==> src/rtl/uart_core_cfg.sv <==
// -----------------------------------------------------------------------------
// uart_core_cfg : configurable UART core (baud tick generator, TX path, RX path,
// one FIFO per direction).
//
// Ports
//   UCLK        system clock, all logic on its rising edge
//   reset       asynchronous active-low reset
//   baud_div    tick period minus 1, in UCLK cycles
//   parity_en   parity bit present
//   parity_odd  1 = odd parity, 0 = even parity
//   two_stop    TX sends two stop bits
//   loopback    TX line feeds RX internally, tx pin held high
//   W_data      TX FIFO write data        wr_uart   TX FIFO write strobe
//   tx_full     TX FIFO full
//   R_data      RX FIFO head (first-word fall-through)
//   rd_uart     RX FIFO pop strobe        rx_empty  RX FIFO empty
//   rx          serial input pin (asynchronous)
//   tx          serial output pin
//   err_clr     clears all sticky error flags
//   parity_err / frame_err / overrun_err  sticky error flags
//
// uart_fifo is a small synchronous FIFO with registered full/empty flags and
// a first-word fall-through read port.
// -----------------------------------------------------------------------------
module uart_fifo #(
    parameter int W     = 8,
    parameter int DEPTH = 16
) (
    input  logic         clk,
    input  logic         rst_n,
    input  logic         wr_i,
    input  logic [W-1:0] wdata_i,
    input  logic         rd_i,
    output logic [W-1:0] rdata_o,
    output logic         full_o,
    output logic         empty_o
);
    localparam int AW = $clog2(DEPTH);

    logic [W-1:0]  mem [DEPTH];
    logic [AW-1:0] wr_ptr_q, wr_ptr_d, rd_ptr_q, rd_ptr_d;
    logic [AW:0]   cnt_q, cnt_d;
    logic          full_q, empty_q;
    logic          do_wr, do_rd;

    // A write while full is dropped even if a read happens in the same cycle.
    assign do_wr = wr_i && !full_q;
    assign do_rd = rd_i && !empty_q;

    always_comb begin
        wr_ptr_d = wr_ptr_q + AW'(do_wr);
        rd_ptr_d = rd_ptr_q + AW'(do_rd);
        cnt_d    = cnt_q + (AW+1)'(do_wr) - (AW+1)'(do_rd);
    end

    always_ff @(posedge clk or negedge rst_n) begin
        if (!rst_n) begin
            wr_ptr_q <= '0;
            rd_ptr_q <= '0;
            cnt_q    <= '0;
            full_q   <= 1'b0;
            empty_q  <= 1'b1;
        end else begin
            wr_ptr_q <= wr_ptr_d;
            rd_ptr_q <= rd_ptr_d;
            cnt_q    <= cnt_d;
            full_q   <= (cnt_d == (AW+1)'(DEPTH));
            empty_q  <= (cnt_d == '0);
        end
    end

    always_ff @(posedge clk) begin
        if (do_wr) begin
            mem[wr_ptr_q] <= wdata_i;
        end
    end

    // Storage is not reset, so the head is masked to zero while empty.
    assign rdata_o = empty_q ? '0 : mem[rd_ptr_q];
    assign full_o  = full_q;
    assign empty_o = empty_q;
endmodule

module uart_core_cfg #(
    parameter int DATA_WIDTH = 8,
    parameter int OVERSAMPLE = 16,
    parameter int FIFO_DEPTH = 16,
    parameter int DIV_WIDTH  = 16
) (
    input  logic                  UCLK,
    input  logic                  reset,
    input  logic [DIV_WIDTH-1:0]  baud_div,
    input  logic                  parity_en,
    input  logic                  parity_odd,
    input  logic                  two_stop,
    input  logic                  loopback,
    input  logic [DATA_WIDTH-1:0] W_data,
    input  logic                  wr_uart,
    output logic                  tx_full,
    output logic [DATA_WIDTH-1:0] R_data,
    input  logic                  rd_uart,
    output logic                  rx_empty,
    input  logic                  rx,
    output logic                  tx,
    input  logic                  err_clr,
    output logic                  parity_err,
    output logic                  frame_err,
    output logic                  overrun_err
);
    localparam int SW = $clog2(OVERSAMPLE);
    localparam int NW = (DATA_WIDTH > 1) ? $clog2(DATA_WIDTH) : 1;
    localparam logic [SW-1:0] OS_LAST = SW'(OVERSAMPLE - 1);
    localparam logic [SW-1:0] OS_HALF = SW'(OVERSAMPLE / 2 - 1);
    localparam logic [NW-1:0] N_LAST  = NW'(DATA_WIDTH - 1);

    typedef enum logic [2:0] {S_IDLE, S_START, S_DATA, S_PARITY, S_STOP} state_t;

    // ---------------- baud tick ----------------
    logic [DIV_WIDTH-1:0] div_cnt_q, div_cnt_d;
    logic                 tick;

    assign tick      = (div_cnt_q == baud_div);
    // >= also recovers if baud_div is lowered below the running count.
    assign div_cnt_d = (div_cnt_q >= baud_div) ? '0 : div_cnt_q + DIV_WIDTH'(1);

    // ---------------- TX path ----------------
    logic [DATA_WIDTH-1:0] tx_head;
    logic                  tx_empty, tx_pop, tx_load, tx_bit;
    state_t                tx_state_q, tx_state_d;
    logic [SW-1:0]         tx_s_q, tx_s_d;
    logic [NW-1:0]         tx_n_q, tx_n_d;
    logic [DATA_WIDTH-1:0] tx_data_q, tx_data_d;
    logic                  tx_par_en_q, tx_par_en_d, tx_par_odd_q, tx_par_odd_d;
    logic                  tx_two_stop_q, tx_two_stop_d;
    logic                  tx_line_q, tx_line_d;

    uart_fifo #(.W(DATA_WIDTH), .DEPTH(FIFO_DEPTH)) u_tx_fifo (
        .clk(UCLK), .rst_n(reset), .wr_i(wr_uart), .wdata_i(W_data),
        .rd_i(tx_pop), .rdata_o(tx_head), .full_o(tx_full), .empty_o(tx_empty)
    );

    // The line register only changes on ticks, so a popped frame starts its
    // START bit at the next tick and every bit spans exactly OVERSAMPLE ticks.
    always_comb begin
        tx_state_d    = tx_state_q;
        tx_s_d        = tx_s_q;
        tx_n_d        = tx_n_q;
        tx_data_d     = tx_data_q;
        tx_par_en_d   = tx_par_en_q;
        tx_par_odd_d  = tx_par_odd_q;
        tx_two_stop_d = tx_two_stop_q;
        tx_line_d     = tx_line_q;
        tx_pop        = 1'b0;
        tx_load       = 1'b0;
        tx_bit        = 1'b1;
        case (tx_state_q)
            S_START:  tx_bit = 1'b0;
            S_DATA:   tx_bit = tx_data_q[tx_n_q];
            S_PARITY: tx_bit = (^tx_data_q) ^ tx_par_odd_q;
            default:  tx_bit = 1'b1;
        endcase
        if (tick) begin
            tx_line_d = tx_bit;
        end
        if (tx_state_q == S_IDLE) begin
            tx_load = !tx_empty;
        end else if (tick) begin
            if (tx_s_q != OS_LAST) begin
                tx_s_d = tx_s_q + SW'(1);
            end else begin
                tx_s_d = '0;
                case (tx_state_q)
                    S_START: begin
                        tx_state_d = S_DATA;
                        tx_n_d     = '0;
                    end
                    S_DATA: begin
                        if (tx_n_q == N_LAST) begin
                            tx_n_d     = '0;
                            tx_state_d = tx_par_en_q ? S_PARITY : S_STOP;
                        end else begin
                            tx_n_d = tx_n_q + NW'(1);
                        end
                    end
                    S_PARITY: tx_state_d = S_STOP;
                    S_STOP: begin
                        if (tx_two_stop_q && (tx_n_q == '0)) begin
                            tx_n_d = NW'(1);
                        end else begin
                            // Chain straight into the next frame: no idle gap.
                            tx_state_d = S_IDLE;
                            tx_load    = !tx_empty;
                        end
                    end
                    default: tx_state_d = S_IDLE;
                endcase
            end
        end
        if (tx_load) begin
            tx_pop        = 1'b1;
            tx_data_d     = tx_head;
            tx_par_en_d   = parity_en;
            tx_par_odd_d  = parity_odd;
            tx_two_stop_d = two_stop;
            tx_state_d    = S_START;
            tx_s_d        = '0;
            tx_n_d        = '0;
        end
    end

    assign tx = loopback ? 1'b1 : tx_line_q;

    // ---------------- RX path ----------------
    logic                  rx_meta_q, rx_sync_q, rx_in;
    logic                  rx_full, rx_push, set_par, set_frame, set_ovr;
    state_t                rx_state_q, rx_state_d;
    logic [SW-1:0]         rx_s_q, rx_s_d;
    logic [NW-1:0]         rx_n_q, rx_n_d;
    logic [DATA_WIDTH-1:0] rx_shift_q, rx_shift_d;
    logic                  rx_par_bad_q, rx_par_bad_d;
    logic                  parity_err_q, frame_err_q, overrun_err_q;

    // Loopback taps the TX line register directly, bypassing the synchroniser.
    assign rx_in = loopback ? tx_line_q : rx_sync_q;

    uart_fifo #(.W(DATA_WIDTH), .DEPTH(FIFO_DEPTH)) u_rx_fifo (
        .clk(UCLK), .rst_n(reset), .wr_i(rx_push), .wdata_i(rx_shift_q),
        .rd_i(rd_uart), .rdata_o(R_data), .full_o(rx_full), .empty_o(rx_empty)
    );

    always_comb begin
        rx_state_d   = rx_state_q;
        rx_s_d       = rx_s_q;
        rx_n_d       = rx_n_q;
        rx_shift_d   = rx_shift_q;
        rx_par_bad_d = rx_par_bad_q;
        rx_push      = 1'b0;
        set_par      = 1'b0;
        set_frame    = 1'b0;
        set_ovr      = 1'b0;
        if (tick) begin
            case (rx_state_q)
                S_IDLE: begin
                    if (!rx_in) begin
                        rx_state_d = S_START;
                        rx_s_d     = '0;
                    end
                end
                S_START: begin
                    if (rx_s_q == OS_HALF) begin
                        // Still low at mid start bit: real frame, else glitch.
                        rx_s_d       = '0;
                        rx_n_d       = '0;
                        rx_par_bad_d = 1'b0;
                        rx_state_d   = rx_in ? S_IDLE : S_DATA;
                    end else begin
                        rx_s_d = rx_s_q + SW'(1);
                    end
                end
                default: begin
                    if (rx_s_q != OS_LAST) begin
                        rx_s_d = rx_s_q + SW'(1);
                    end else begin
                        rx_s_d = '0;
                        case (rx_state_q)
                            S_DATA: begin
                                rx_shift_d = {rx_in, rx_shift_q[DATA_WIDTH-1:1]};
                                if (rx_n_q == N_LAST) begin
                                    rx_state_d = parity_en ? S_PARITY : S_STOP;
                                end else begin
                                    rx_n_d = rx_n_q + NW'(1);
                                end
                            end
                            S_PARITY: begin
                                rx_par_bad_d = (rx_in != ((^rx_shift_q) ^ parity_odd));
                                rx_state_d   = S_STOP;
                            end
                            default: begin
                                rx_state_d = S_IDLE;
                                if (!rx_in) begin
                                    set_frame = 1'b1;
                                end else begin
                                    rx_push = 1'b1;
                                    set_ovr = rx_full;
                                    set_par = rx_par_bad_q;
                                end
                            end
                        endcase
                    end
                end
            endcase
        end
    end

    assign parity_err  = parity_err_q;
    assign frame_err   = frame_err_q;
    assign overrun_err = overrun_err_q;

    // ---------------- state registers ----------------
    always_ff @(posedge UCLK or negedge reset) begin
        if (!reset) begin
            div_cnt_q     <= '0;
            tx_state_q    <= S_IDLE;
            tx_s_q        <= '0;
            tx_n_q        <= '0;
            tx_data_q     <= '0;
            tx_par_en_q   <= 1'b0;
            tx_par_odd_q  <= 1'b0;
            tx_two_stop_q <= 1'b0;
            tx_line_q     <= 1'b1;
            rx_meta_q     <= 1'b1;
            rx_sync_q     <= 1'b1;
            rx_state_q    <= S_IDLE;
            rx_s_q        <= '0;
            rx_n_q        <= '0;
            rx_shift_q    <= '0;
            rx_par_bad_q  <= 1'b0;
            parity_err_q  <= 1'b0;
            frame_err_q   <= 1'b0;
            overrun_err_q <= 1'b0;
        end else begin
            div_cnt_q     <= div_cnt_d;
            tx_state_q    <= tx_state_d;
            tx_s_q        <= tx_s_d;
            tx_n_q        <= tx_n_d;
            tx_data_q     <= tx_data_d;
            tx_par_en_q   <= tx_par_en_d;
            tx_par_odd_q  <= tx_par_odd_d;
            tx_two_stop_q <= tx_two_stop_d;
            tx_line_q     <= tx_line_d;
            rx_meta_q     <= rx;
            rx_sync_q     <= rx_meta_q;
            rx_state_q    <= rx_state_d;
            rx_s_q        <= rx_s_d;
            rx_n_q        <= rx_n_d;
            rx_shift_q    <= rx_shift_d;
            rx_par_bad_q  <= rx_par_bad_d;
            // A new error in the same cycle as err_clr takes priority.
            parity_err_q  <= set_par   | (parity_err_q  & ~err_clr);
            frame_err_q   <= set_frame | (frame_err_q   & ~err_clr);
            overrun_err_q <= set_ovr   | (overrun_err_q & ~err_clr);
        end
    end
endmodule

==> config.mk <==
export PLATFORM = sky130hd
export DESIGN_NAME = uart_core_cfg
export DESIGN_NICKNAME = d
export VERILOG_FILES = /design/src/rtl/uart_core_cfg.sv
export SDC_FILE = /design/constraint.sdc
export NUM_CORES = 1
export LEC_CHECK = 0
export BUFFER_PORTS_ARGS = -buffer_cell sky130_fd_sc_hd__clkbuf_2
export CORE_UTILIZATION = 65
export CTS_CLUSTER_SIZE = 14
export DETAILED_ROUTE_END_ITERATION = 6
export GPL_TIMING_DRIVEN = 0
export HOLD_SLACK_MARGIN = 0.15
export PLACE_DENSITY_LB_ADDON = 0.05
export SLEW_MARGIN = 20
export SYNTH_ARGS = -nofsm -noshare
export SYNTH_HDL_FRONTEND = slang
export SYNTH_HIERARCHICAL = 1
export SYNTH_SLANG_ARGS = --single-unit
==> constraint.sdc <==
create_clock -name UCLK -period 10.1 [get_ports UCLK]
set_clock_uncertainty 0.05 [all_clocks]
set_input_delay 0.505 -clock UCLK [delete_from_list [all_inputs] [get_ports UCLK]]
set_output_delay 0.505 -clock UCLK [all_outputs]
set_load 0.01 [all_outputs]
==> out/results.tsv <==
stage	metric	value	unit
pwr	p_int	2.66	mW
synth	synth.top_cell.area_share	50.3	%
worst_setup_path	worstPathRequired	10.50	ns
synth	synth_seq_cells	348	
sta	grt_setup_unrepaired	false	
floorplan	die_w	155	um
clocking	cts.sinks	348	
pwr	p_leak	6.75	nW
worst_setup_path	critical_path_class	reg -> reg	
pwr	p_sw_share	28.2	%
worst_setup_path	path_buf_inv	4	
placement	post-place-ws	5.48	ns
layout	insertedDiodeCount	0	
pwr	finalPower	3.70	mW
global_route	antenna_found_initial	0	
sta	setup_ws	5.57	ns
clocking	clockRootBuffer	clkbuf_16	
routing	routed_wl	30.5	mm
pwr	pwr-share-comb	20.7	%
layout	postLayoutCoreUtil	74.7	%
routing	drc_errors	0	
worst_setup_path	path_delay_family	simple AND/OR/NAND/NOR gates	
worst_hold_path	hp-class	in -> reg	
clocking	cts_buffer_depth	3	
worst_setup_path	crit_top_cell	inv_1	
floorplan	start_util	66.9	%
clocking	insertion_delay	0.52	ns
layout	stdcell_area	17100	um^2
worst_setup_path	r2r_slack	5.57	ns
job	max_cap_viol_count	0	
layout	nets	1190	
clocking	htree_levels	2	
floorplan	die-area	24100	um^2
global_route	grt_max_degree	55	
synth	seq_area_frac_synth	65.4	%
synth	synthFlopType	edfxtp_1	
worst_setup_path	crit_chain	ha_1, nand4_2, nor4_4, o211ai_1, inv_1, buf_2, nor2b_1, xnor2_1, ha_1, inv_1, fa_1, inv_1, nor4b_1, mux2i_1, o21ba_2	
routing	via_per_inst	6.11	
worst_setup_path	crit_slowest_cell	nor4_4	
pwr	p_clk_share	32.7	%
floorplan	io_pins	48	
worst_setup_path	crit_path_start_kind	register	
synth	ys_warn_count	6	
global_route	grt_use_total	26.6	%
synth	synthCells	1028	
synth	synth_nets	1102	
floorplan	rows	55	
layout	drive_gt1_share	17.6	%
clocking	cts_setup_buffers	0	
sta	tightest_slew	1.08	ns
status	outcome	finished clean	
worst_setup_path	end_kind	register	
placement	port_buffers	47	
routing	wl_per_cell	21.0	um
pwr	power.density	217	nW/um^2
synth	yosysTopAreaCell	edfxtp_1	
global_route	overflow	0	
global_route	grt_pass1_vias	8810	
global_route	grt_pass1_wl	48.1	mm
sta	setup_viol	0	
floorplan	core_area	22800	um^2
sta	max_slew_margin	27.6	%
routing	drtIter0Drc	599	
sta	max_freq	0.221	GHz
routing	via_count	8891	
sta	hold_viol	0	
synth	async_reset_ff_share	26.4	%
worst_setup_path	max_stage_delay	0.54	ns
placement	hpwl	19.9	mm
clocking	cts_tree	yes	
floorplan	die_h	155	um
synth	ys_types	68	
worst_setup_path	cp.arrival	4.93	ns
placement	gp_congestion	0.851	
synth	synth_area	15300	um^2
sta	timing.final.crit_share	44.8	%
pwr	vdd_drop_max	0.198	mV
pwr	switchingPower	1.04	mW
sta	fin_crit	4.53	ns
layout	area_delta_synth_final	11.7	%
layout	regArea	10000	um^2
placement	dpl-instance-area	16000	um^2
synth	synth_area_leaders	edfxtp_1 50%, dfrtp_1 14%, mux2i_1 5.0%	
clocking	cts_resized	0	
layout	fillCellCount	1468	
synth	synth_edf_count	256	
clocking	cts_buffers	36	
sta	drv_slew	0	
pwr	power_frac_seq	46.6	%
layout	multi_input_area	4880	um^2
clocking	path_clk_slew	0.06	ns
routing	postRouteAntennaNets	0	
routing	first_pass_iters	6	
sta	fin_tns_setup	0	ns
synth	syn_avg_cell_area	14.9	um^2
worst_setup_path	crit_fanout	10	
-- path summary, 6_finish.rpt --
kind,from,to,depth (start not counted)
setup / recovery,div_cnt_q[6]$_DFF_PN0_,u_tx_fifo/empty_o$_DFF_PN1_,15
min in group asynchronous,reset,u_rx_fifo/rd_ptr_q[2]$_DFF_PN0_,2
setup reg to reg,div_cnt_q[6]$_DFF_PN0_,u_tx_fifo/empty_o$_DFF_PN1_,15
hold / removal,two_stop,tx_two_stop_q$_DFFE_PN0P_,2
hold reg to reg,rx_meta_q$_DFF_PN1_,rx_sync_q$_DFF_PN1_,0
max in group asynchronous,reset,u_tx_fifo/empty_o$_DFF_PN1_,3
-- power groups by stage --
stage	clock (mW)	combinational (mW)	sequential (mW)
floorplan	0	0.562	1.73
global placement	0	0.742	1.74
detailed placement	0	0.764	1.75
CTS	1.23	0.770	1.72
global route	1.29	0.847	1.73
finish	1.21	0.765	1.72
-- layout make-up --
class	instances	share of cell area, %
tap	313	2.29
clock buffer	47	5.82
inverter	43	0.945
sequential	348	58.5
multi-input combinational	596	28.6
clock inverter	17	0.491
timing repair buffer	50	1.71
buffer	41	1.62
-- per-stage QoR --
stage / hold WS, ns / instances
after CTS: 0.183 / 1455
after global routing: 0.191 / 1455
after floorplan: 0.159 / 1028
final: 0.191 / 1455
after detailed placement: 0.299 / 1389
after global placement: 0.297 / 1388
-- cells in the final DEF (no fill, tap or decap), types with 15 or more instances in the layout --
master / n
nand2_1: 55
nor2_1: 47
ha_1: 38
dfrtp_1: 87
a21oi_1: 32
xnor2_1: 28
clkbuf_2: 46
inv_1: 43
mux2i_1: 77
a22oi_1: 30
nand2b_1: 16
edfxtp_1: 256
o21ai_0: 26
nand3_1: 29
clkbuf_1: 25
mux2_2: 23
xor2_1: 15
mux4_2: 29
clkbuf_16: 37
-- logic make-up after synthesis --
family	after synthesis	share of synthesized area, %
muxes	129	11.0
AOI/OAI and AO/OA	157	6.93
xor gates and xnor gates	45	2.76
and+or+nand+nor	225	7.65
adders and majority gates	40	3.37
DFF	348	65.4
buffers and inverters	84	2.87
-- state kept, by name, indices dropped and copies added (netlist names), 4 cells and up --
register            cells
div_cnt_q              16
rx_s_q                  4
rx_shift_q              8
tx_data_q               8
tx_s_q                  4
u_rx_fifo/cnt_q         5
u_rx_fifo/mem         128
u_rx_fifo/rd_ptr_q      4
u_rx_fifo/wr_ptr_q      4
u_tx_fifo/cnt_q         5
u_tx_fifo/mem         128
u_tx_fifo/rd_ptr_q      4
u_tx_fifo/wr_ptr_q      4
-- timing repair --
item                                    CTS  global route
endpoints found under the hold margin    39             0
endpoints found under the setup margin    0             0
hold buffers                              2             0
-- synthesized netlist by cell type, drive strengths merged (3+ instances only) --
library cell	n
o31a	4
o31ai	3
or2	4
mux4	29
xnor2	28
a22o	6
or3	6
mux2i	77
o211ai	12
nand2	55
clkbuf	18
nand2b	16
and2	5
a21oi	32
a21o	13
o21ai	34
nand3	29
edfxtp	256
xor2	15
a22oi	31
and3	7
dfstp	5
a32oi	3
nor3	18
nand4	11
nor4	7
ha	38
mux2	23
nor2	47
inv	43
o22ai	3
nor2b	11
dfrtp	87
buf	23
-- routing by layer --
metal	vias to the layer above	GRT usage, %	share of wire (%)
met3	51	3.82	4.9
met5	-	0	0
met4	0	8.17	2.2
met2	248	45.9	51
met1	4500	35.3	42
li1	4092	-	-
Note: power is estimated with default switching activity, not from simulation.
